$ cat config.mk
export PLATFORM = sky130hd
export DESIGN_NAME = fxp_mul_pipe
export DESIGN_NICKNAME = d
export VERILOG_FILES = /design/src/rtl/fxp_mul_pipe.sv
export SDC_FILE = /design/constraint.sdc
export NUM_CORES = 2
export LEC_CHECK = 0
export CELL_PAD_IN_SITES_DETAIL_PLACEMENT = 0
export CELL_PAD_IN_SITES_GLOBAL_PLACEMENT = 1
export CORE_ASPECT_RATIO = 0.8
export CORE_MARGIN = 2
export CORE_UTILIZATION = 51
export DETAILED_ROUTE_END_ITERATION = 10
export PLACE_DENSITY = 0.91
export SKIP_LAST_GASP = 1
export SLEW_MARGIN = 30
export SYNTH_ARGS = -nofsm -noshare
export SYNTH_HDL_FRONTEND = slang
export SYNTH_SLANG_ARGS = --single-unit
$ cat constraint.sdc
create_clock -name clk -period 8.4 [get_ports clk]
set_input_delay 1.68 -clock clk [delete_from_list [all_inputs] [get_ports clk]]
set_output_delay 1.68 -clock clk [all_outputs]
set_load 0.02 [all_outputs]
$ cat src/rtl/fxp_mul_pipe.sv
// Signed fixed-point multiplier: radix-4 Booth, carry-save reduction, rounding and range check in a 4-stage stall-able pipeline.
// Optional macro FXP_MUL_SAT_EN: clamp overflowed results instead of wrapping them.
module fxp_mul_pipe #(
  parameter int W     = 24,
  parameter int FRAC  = 22,
  parameter int TAG_W = 4
) (
  input  logic             clk,
  input  logic             rst_n,
  input  logic             in_valid,
  output logic             in_ready,
  input  logic [W-1:0]     in_a,
  input  logic [W-1:0]     in_b,
  input  logic [1:0]       in_rnd,
  input  logic [TAG_W-1:0] in_tag,
  output logic             out_valid,
  input  logic             out_ready,
  output logic [W-1:0]     out_data,
  output logic             out_sat,
  output logic [TAG_W-1:0] out_tag,
  input  logic             clr_sticky,
  output logic             sat_sticky,
  output logic [15:0]      sat_cnt
);
  localparam int NPP = W / 2;
  localparam int PW  = 2 * W;
  localparam int RW  = 2 * W + 2;

  logic             w_adv;
  logic             r_s1_v, r_s2_v, r_s3_v, r_out_valid;
  logic [W-1:0]     r_s1_a, r_s1_b;
  logic [1:0]       r_s1_rnd, r_s2_rnd, r_s3_rnd;
  logic [TAG_W-1:0] r_s1_tag, r_s2_tag, r_s3_tag, r_out_tag;
  logic [PW-1:0]    r_s2_pp [NPP];
  logic [PW-1:0]    r_s3_sum, r_s3_car;
  logic [W-1:0]     r_out_data;
  logic             r_out_sat, r_sticky;
  logic [15:0]      r_cnt;

  assign w_adv     = !r_out_valid || out_ready;
  assign in_ready  = w_adv;
  assign out_valid = r_out_valid;
  assign out_data  = r_out_data;
  assign out_sat   = r_out_sat;
  assign out_tag   = r_out_tag;
  assign sat_sticky = r_sticky;
  assign sat_cnt   = r_cnt;

  // Booth recoding of a; each digit selects 0, +-b or +-2b shifted into place
  logic [PW-1:0] w_pp [NPP];
  logic [PW-1:0] w_b1, w_b2;
  assign w_b1 = {{W{r_s1_b[W-1]}}, r_s1_b};
  assign w_b2 = w_b1 << 1;

  generate
    for (genvar gi = 0; gi < NPP; gi++) begin : g_booth
      logic [2:0]    w_sel;
      logic [PW-1:0] w_mag;
      if (gi == 0) begin : g_lsb
        assign w_sel = {r_s1_a[1:0], 1'b0};
      end else begin : g_mid
        assign w_sel = r_s1_a[2*gi+1 : 2*gi-1];
      end
      always_comb begin
        w_mag = '0;
        case (w_sel)
          3'b001, 3'b010: w_mag = w_b1;
          3'b011:         w_mag = w_b2;
          3'b100:         w_mag = -w_b2;
          3'b101, 3'b110: w_mag = -w_b1;
          default:        w_mag = '0;
        endcase
      end
      assign w_pp[gi] = w_mag << (2 * gi);
    end
  endgenerate

  // Carry-save accumulation of all partial products into sum/carry vectors
  logic [PW-1:0] w_sum, w_car, w_tmp;
  always_comb begin
    w_sum = r_s2_pp[0];
    w_car = '0;
    w_tmp = '0;
    for (int i = 1; i < NPP; i++) begin
      w_tmp = w_sum ^ w_car ^ r_s2_pp[i];
      w_car = ((w_sum & w_car) | (w_sum & r_s2_pp[i]) | (w_car & r_s2_pp[i])) << 1;
      w_sum = w_tmp;
    end
  end

  // Final add, rounding bias, arithmetic shift and range check
  logic [PW-1:0]        w_p;
  logic [RW-1:0]        w_pe, w_half, w_bias;
  logic signed [RW-1:0] w_sumr, w_r;
  logic                 w_ovf;
  logic [W-1:0]         w_res;

  assign w_p    = r_s3_sum + r_s3_car;
  assign w_pe   = {{2{w_p[PW-1]}}, w_p};
  assign w_half = RW'(1) << (FRAC - 1);

  always_comb begin
    w_bias = '0;
    case (r_s3_rnd)
      2'd1:    w_bias = w_half;
      2'd2:    w_bias = w_half - RW'(1) + {{(RW-1){1'b0}}, w_p[FRAC]};
      default: w_bias = '0;
    endcase
  end

  assign w_sumr = w_pe + w_bias;
  assign w_r    = w_sumr >>> FRAC;
  assign w_ovf  = !((&w_r[RW-1:W-1]) || !(|w_r[RW-1:W-1]));

`ifdef FXP_MUL_SAT_EN
  assign w_res = w_ovf ? (w_r[RW-1] ? {1'b1, {(W-1){1'b0}}} : {1'b0, {(W-1){1'b1}}})
                       : w_r[W-1:0];
`else
  assign w_res = w_r[W-1:0];
`endif

  always_ff @(posedge clk or negedge rst_n) begin
    if (!rst_n) begin
      r_s1_v <= 1'b0; r_s2_v <= 1'b0; r_s3_v <= 1'b0; r_out_valid <= 1'b0;
      r_s1_a <= '0; r_s1_b <= '0; r_s1_rnd <= '0; r_s1_tag <= '0;
      r_s2_rnd <= '0; r_s2_tag <= '0;
      for (int i = 0; i < NPP; i++) r_s2_pp[i] <= '0;
      r_s3_sum <= '0; r_s3_car <= '0; r_s3_rnd <= '0; r_s3_tag <= '0;
      r_out_data <= '0; r_out_sat <= 1'b0; r_out_tag <= '0;
    end else if (w_adv) begin
      r_s1_v   <= in_valid;
      r_s1_a   <= in_a;
      r_s1_b   <= in_b;
      r_s1_rnd <= in_rnd;
      r_s1_tag <= in_tag;
      r_s2_v   <= r_s1_v;
      r_s2_rnd <= r_s1_rnd;
      r_s2_tag <= r_s1_tag;
      for (int i = 0; i < NPP; i++) r_s2_pp[i] <= w_pp[i];
      r_s3_v   <= r_s2_v;
      r_s3_sum <= w_sum;
      r_s3_car <= w_car;
      r_s3_rnd <= r_s2_rnd;
      r_s3_tag <= r_s2_tag;
      r_out_valid <= r_s3_v;
      // a bubble leaves the last result's data/tag/sat in place
      if (r_s3_v) begin
        r_out_data <= w_res;
        r_out_sat  <= w_ovf;
        r_out_tag  <= r_s3_tag;
      end
    end
  end

  // Clear takes effect first so a coincident overflow still counts once
  logic        w_load_ovf;
  logic [15:0] w_cnt_base;
  assign w_load_ovf = w_adv && r_s3_v && w_ovf;
  assign w_cnt_base = clr_sticky ? 16'd0 : r_cnt;

  always_ff @(posedge clk or negedge rst_n) begin
    if (!rst_n) begin
      r_sticky <= 1'b0;
      r_cnt    <= '0;
    end else begin
      r_sticky <= w_load_ovf ? 1'b1 : (clr_sticky ? 1'b0 : r_sticky);
      r_cnt    <= (w_load_ovf && w_cnt_base != 16'hFFFF) ? w_cnt_base + 16'd1 : w_cnt_base;
    end
  end
endmodule

Word level (Yosys, flattened, before mapping) --
Index checks and enable logic that the tools add are counted. W data, S select, Z words.
Storage, ports and cells: register bits after elaboration 655, input bits 59, output and inout bits 48, word-level logic and storage cells 232
Cells by class: $add $sub $neg 6, eq/ne operators 72, mux-type cells 17, bitwise logic cells 72, reductions and logical operators 34
Operator list (number):
- $and A47 B47 Y47 | 31
- $xor A48 B48 Y48 | 21
- $or A47 B47 Y47 | 20
- $pmux W46 S4 | 1
- $pmux W44 S4 | 1
- $pmux W42 S4 | 1
- $pmux W40 S4 | 1
- $pmux W38 S4 | 1
- $pmux W36 S4 | 1
- $pmux W48 S3 | 1
- $pmux W34 S4 | 1
- $pmux W32 S4 | 1
- $pmux W30 S4 | 1
- $pmux W28 S4 | 1
- $pmux W26 S4 | 1
- $eq A3 B3 Y1 const B | 33
- $neg A48 Y48 | 2
- $eq A3 B2 Y1 const B | 22
- $add A50 B50 Y50 | 1
- $add A48 B48 Y48 | 1
- $pmux W22 S2 | 1
- $reduce_or A2 Y1 | 22
- $eq A3 B1 Y1 const B | 11
- $mux W16 | 2
- other kinds (13) | 22

Depth between registers and ports, before layout --
depth after elaboration 31, depth in mapped cells 19, mapped depth without buffers 18

Worst setup path after synthesis --
OpenSTA, ideal clock, no wires.
kind register to register, from register r_s2_pp[526] (netlist bit), to register r_s3_sum[47], library setup time 137 ps, arrival time 5704 ps, required time 8263 ps, path slack 2560 ps, stages on the path, launching flop included 18, buffers on the path 0, period minus slack after synthesis 5840 ps, cells stage by stage dfrtp_1 -> ha_1 -> inv_1 -> fa_1 -> inv_1 -> fa_1 -> fa_1 -> fa_1 -> fa_1 -> fa_1 -> fa_1 -> fa_1 -> fa_1 -> xor2_1 -> xnor2_1 -> xnor2_1 -> xnor2_1 -> a21oi_1
Between the ends: word-level cells in the longest chain between the ends 22, elaborated cells between the ends (all ways) 58, those cells by class bitwise (58)
RTL lines:
- start, declared | line 34 | logic [PW-1:0] r_s2_pp [NPP];
- $xor A48 B48 Y48 | line 85 | w_tmp = w_sum ^ w_car ^ r_s2_pp[i];
- $and A47 B47 Y47 / $xor A48 B48 Y48 (equally long branches) | line 86, 85
- $or A47 B47 Y47 / $xor A48 B48 Y48 (equally long branches) | line 86, 85
- $or A47 B47 Y47 (tied with other cells) | line 86 | w_car = ((w_sum & w_car) | (w_sum & r_s2_pp[i]) | (w_car & r_s2_pp[i])) << 1;
- $xor A48 B48 Y48 / $or A47 B47 Y47 (equally long branches) | line 85, 86
- $xor A48 B48 Y48 (tied with other cells) | line 85
- $xor A48 B48 Y48 / $or A47 B47 Y47 (equally long branches) | line 85, 86
- $xor A48 B48 Y48 (tied with other cells) | line 85
- (+4 left out)
- $xor A48 B48 Y48 / $or A47 B47 Y47 (equally long branches) | line 85, 86
- $xor A48 B48 Y48 (tied with other cells) | line 85
- $xor A48 B48 Y48 / $or A47 B47 Y47 (equally long branches) | line 85, 86
- $xor A48 B48 Y48 (tied with other cells) | line 85
- $xor A48 B48 Y48 / $or A47 B47 Y47 (equally long branches) | line 85, 86
- $xor A48 B48 Y48 (tied with other cells) | line 85
- $xor A48 B48 Y48 / $or A47 B47 Y47 (equally long branches) (2 in series) | line 85, 86
- $xor A48 B48 Y48 * (2 in series) | line 85
- end signal, assigned | line 141 | r_s3_sum <= w_sum;
- end, declared | line 35 | logic [PW-1:0] r_s3_sum, r_s3_car;
Mark *: on every way between the ends. The rest lies on a longest branch, timed or not. A chain may end at the register's enable or synchronous reset.

Final worst setup path --
from register r_s2_pp[557] (netlist bit), to register r_s3_sum[29]
Between the ends: word-level cells in the longest chain between the ends 21
RTL lines:
- $xor A48 B48 Y48 (21 in series) | line 85
- named net w_sum[29] | line 79 | logic [PW-1:0] w_sum, w_car, w_tmp;
The timed path passes the listed nets, and every way through them passes these cells.

==> summary.md <==
| Metric | Value |
|---|---|
| Sink Count | `643` |
| IO buf count | `106` |
| Failing checks | `DRC` |
| Setup Skew | `40.00 ps` |
| Final min period | `6243 ps` |
| Critical path buffer and inverter count | `0` |
| Synthesized area per cell | `about 9.6 sq um` |
| Vias in the first global route | `38,700` |
| Area delta synth->final | `10.61%` |
| Leading area contributor after synthesis | `dfrtp_1` |
| Final Max Tran Viols | `0` |
| Adder-Cell Fraction of Synth Area | `0.1937` |
| Tot GR Track Use | `0.3595` |
| Register area share after synthesis | `0.3535` |
| Top Family by Delay on Critical Path | `adder cells` |
| Placer congestion estimate | `0.9874` |
| CP Data Required Time | `approximately 9000 ps` |
| Hpwl dp | `about 110,000 um` |
| Post-CTS setup buffers | `0` |
| Synthesized flop and latch total | `around 640` |
| Ports | `107` |
| Post-Place Setup Slack | `2233 ps` |
| Core ar. | `~88,000 sq um` |
| Clk Latency, worst-skew pair | `roughly 700 ps` |
| Grt ovf | `0` |
| CP startpoint kind | `register` |
| Rows | `between 90 and 100` |
| Ranking of synthesized cells by area | `dfrtp_1 35%, fa_1 15%, nand2_1 6.8%, ha_1 4.4%, o21ai_0 3.5%` |
| Largest family of logic cells by synthesized area | `compound AO/OA/AOI/OAI gates` |
| Routed via count | `~40,000` |
| Post-synthesis mux area share | `0.007367` |
| Syn Inst Count | `4,759` |
| Fin util | `0.5721` |
| DRT iter0 DRCs | `7,083` |
| Starting Density | `0.5173` |
| First-pass DRT Iterations | `11` |
| Die Y-Extent | `271.2 um` |
| Clock slew at reported path FFs | `~60 ps` |
| Status | `complete, but fails checks` |
| Library cells used by synthesis | `100` |
| Synth top area share | `0.3535` |
| Layout net count | `5,219` |
| Die footprint | `~92,000 sq um` |
| Crit path kind | `reg2reg` |
| Htree depth | `3` |
| CTS Buf Count | `74` |
| Final Cycle Share | `0.7432` |
| RSZ-0062 raised after global routing | `false` |
| Root buffer cell | `clkbuf_16` |
| Filler Cell Count | `7,544` |
| Most used cell, CP | `fa_1` |
| Drt total wl | `164,200 um` |
| CTS resizes | `0` |
| Max Fclk | `roughly 160 MHz` |
| TNS Setup | `0 ps` |
| Post-DRT Antenna Nets | `0` |
| Synth Area in Compound Gates | `0.2311` |
| Largest net degree at the start of global routing | `154` |
| Slowest cell on crit path | `fa_1` |
| Clock buffer depth | `3` |
| Worst-margin pin slew | `1138 ps` |
| Share of cells above drive strength 1 | `0.07552` |
| Async set-or-reset flop fraction in the synthesized netlist | `1.000` |
| Relative slew slack | `0.2398` |
| Element type at the critical path end | `register` |
| EDFF count, synth | `0` |
| Initial antenna violation count | `5` |
| Synth warnings | `0` |
| Cts hold-fix bufs | `0` |
| Syn_nets | `5,318` |
| Post-detailed-route via-to-cell ratio | `6.766` |
| Commonest non-fill, non-tap cell in the layout | `nand2_1` |
| Delay of the slowest cell on the worst path | `690 ps` |
| Primary FF master, synth | `dfrtp_1` |
| Final Hold Vio Count | `0` |
| Critical path peak fanout | `2` |
| Post-Synth Simple-Gate Area | `0.1270` |
| CP Cell Sequence | `ha_1 > fa_1 > fa_1 > fa_1 > fa_1 > fa_1 > fa_1 > fa_1 > fa_1 > fa_1 > fa_1 > nand2_1 > nand2_1` |
| Final setup viols | `0` |
| Most frequent cells in the layout | `818 x nand2_1, 633 x dfrtp_1, 341 x fa_1` |
| HP Class | `reg2reg` |
| First-pass GRT wire length | `248,600 um` |
| Critical path data arrival time | `between 6000 and 7000 ps` |
| CTS tree | `built` |
| Hold Slack | `about 460 ps` |
| Mapped Area | `around 46,000 sq um` |
| Die X | `338.0 um` |
| Post-Synth XOR/XNOR Area | `0.04322` |
| Max-cap viol count | `0` |
| Post-DR wirelength/cell | `around 28 um` |
| Final worst slack | `2157 ps` |
| DRC | `2` |
==> worst paths after layout <==
check,startpoint,to,slack [ps],cells past startpoint
max in group asynchronous,rst_n,r_s1_a[17]$_DFFE_PN0N_,5860,3
worst max register to register,r_s2_pp[557]$_DFFE_PN0N_,r_s3_sum[29]$_DFFE_PN0N_,2160,13
min in group asynchronous,rst_n,r_s2_pp[441]$_DFFE_PN0N_,1070,1
worst min register to register,r_s3_tag[0]$_DFFE_PN0N_,out_tag[0]$_DFFE_PN0P_,460,2
worst max-delay path,r_s2_pp[557]$_DFFE_PN0N_,r_s3_sum[29]$_DFFE_PN0N_,2160,13
worst min-delay path,r_s3_tag[0]$_DFFE_PN0N_,out_tag[0]$_DFFE_PN0P_,460,2
==> state kept, by name, summed over array words and instances, names as in the netlist <==
name	count
r_s2_pp	444
r_s1_a	24
r_s1_b	24
out_sat	1
out_valid	1
r_s2_tag	4
sat_sticky	1
r_s3_v	1
r_s1_v	1
r_s1_tag	4
r_s1_rnd	2
r_s3_car	35
r_s2_rnd	2
r_s3_sum	48
out_data	24
r_s3_tag	4
sat_cnt	16
out_tag	4
r_s3_rnd	2
r_s2_v	1
==> cells by family after synthesis <==
logic type / Yosys count
compound gates: 1489
xor+xnor: 222
fa+ha+maj: 500
buf+inv: 521
flops: 643
mux: 31
simple gates: 1353
==> cell type report <==
class / instances / area (sq um) / area share
clock inverters: 20 / 319.1 / 0.006338
clock buffers: 110 / 2097 / 0.04165
inverters: 104 / 397.9 / 0.007903
well taps: 1188 / 1486 / 0.02953
flip-flops and latches: 643 / 16100 / 0.3199
repair buffers: 242 / 2193 / 0.04357
multi-input cells: 3595 / 27740 / 0.5510
diodes: 2 / 5.005 / 0.00009941
==> tightest hold or removal path: stages, from the launching register on <==
cell and delay [ps]:
dfrtp_1 340, nand2_1 50, nand2_1 50
==> layer usage <==
layer,vias up,part of all wire,track usage
met5,-,0.00027,0
met3,611,0.15,0.1478
met2,3041,0.40,0.4884
li1,16810,-,-
met1,19480,0.40,0.5075
met4,6,0.049,0.1437
==> cells in the mapped netlist (all sizes together), types with 57 or more instances <==
master,instances
nand2,820
a221oi,104
xor2,79
a32o,69
a22o,110
o22ai,68
inv,96
clkbuf,360
ha,159
a221o,68
o221ai,97
o21ai,320
a21oi,265
fa,341
dfrtp,643
a21o,150
buf,57
nor2,307
xnor2,143
==> through the flow <==
step           instance area [sq um]  instances
6_report                       50340       5904
4_1_cts                        50220       5900
3_3_place_gp                   47730       5770
3_5_place_dp                   47810       5770
2_1_floorplan                  45510       4759
5_1_grt                        50340       5902
Power is not shown: default switching activity piles up to over one toggle a cycle in this logic, so the estimate is an artifact.
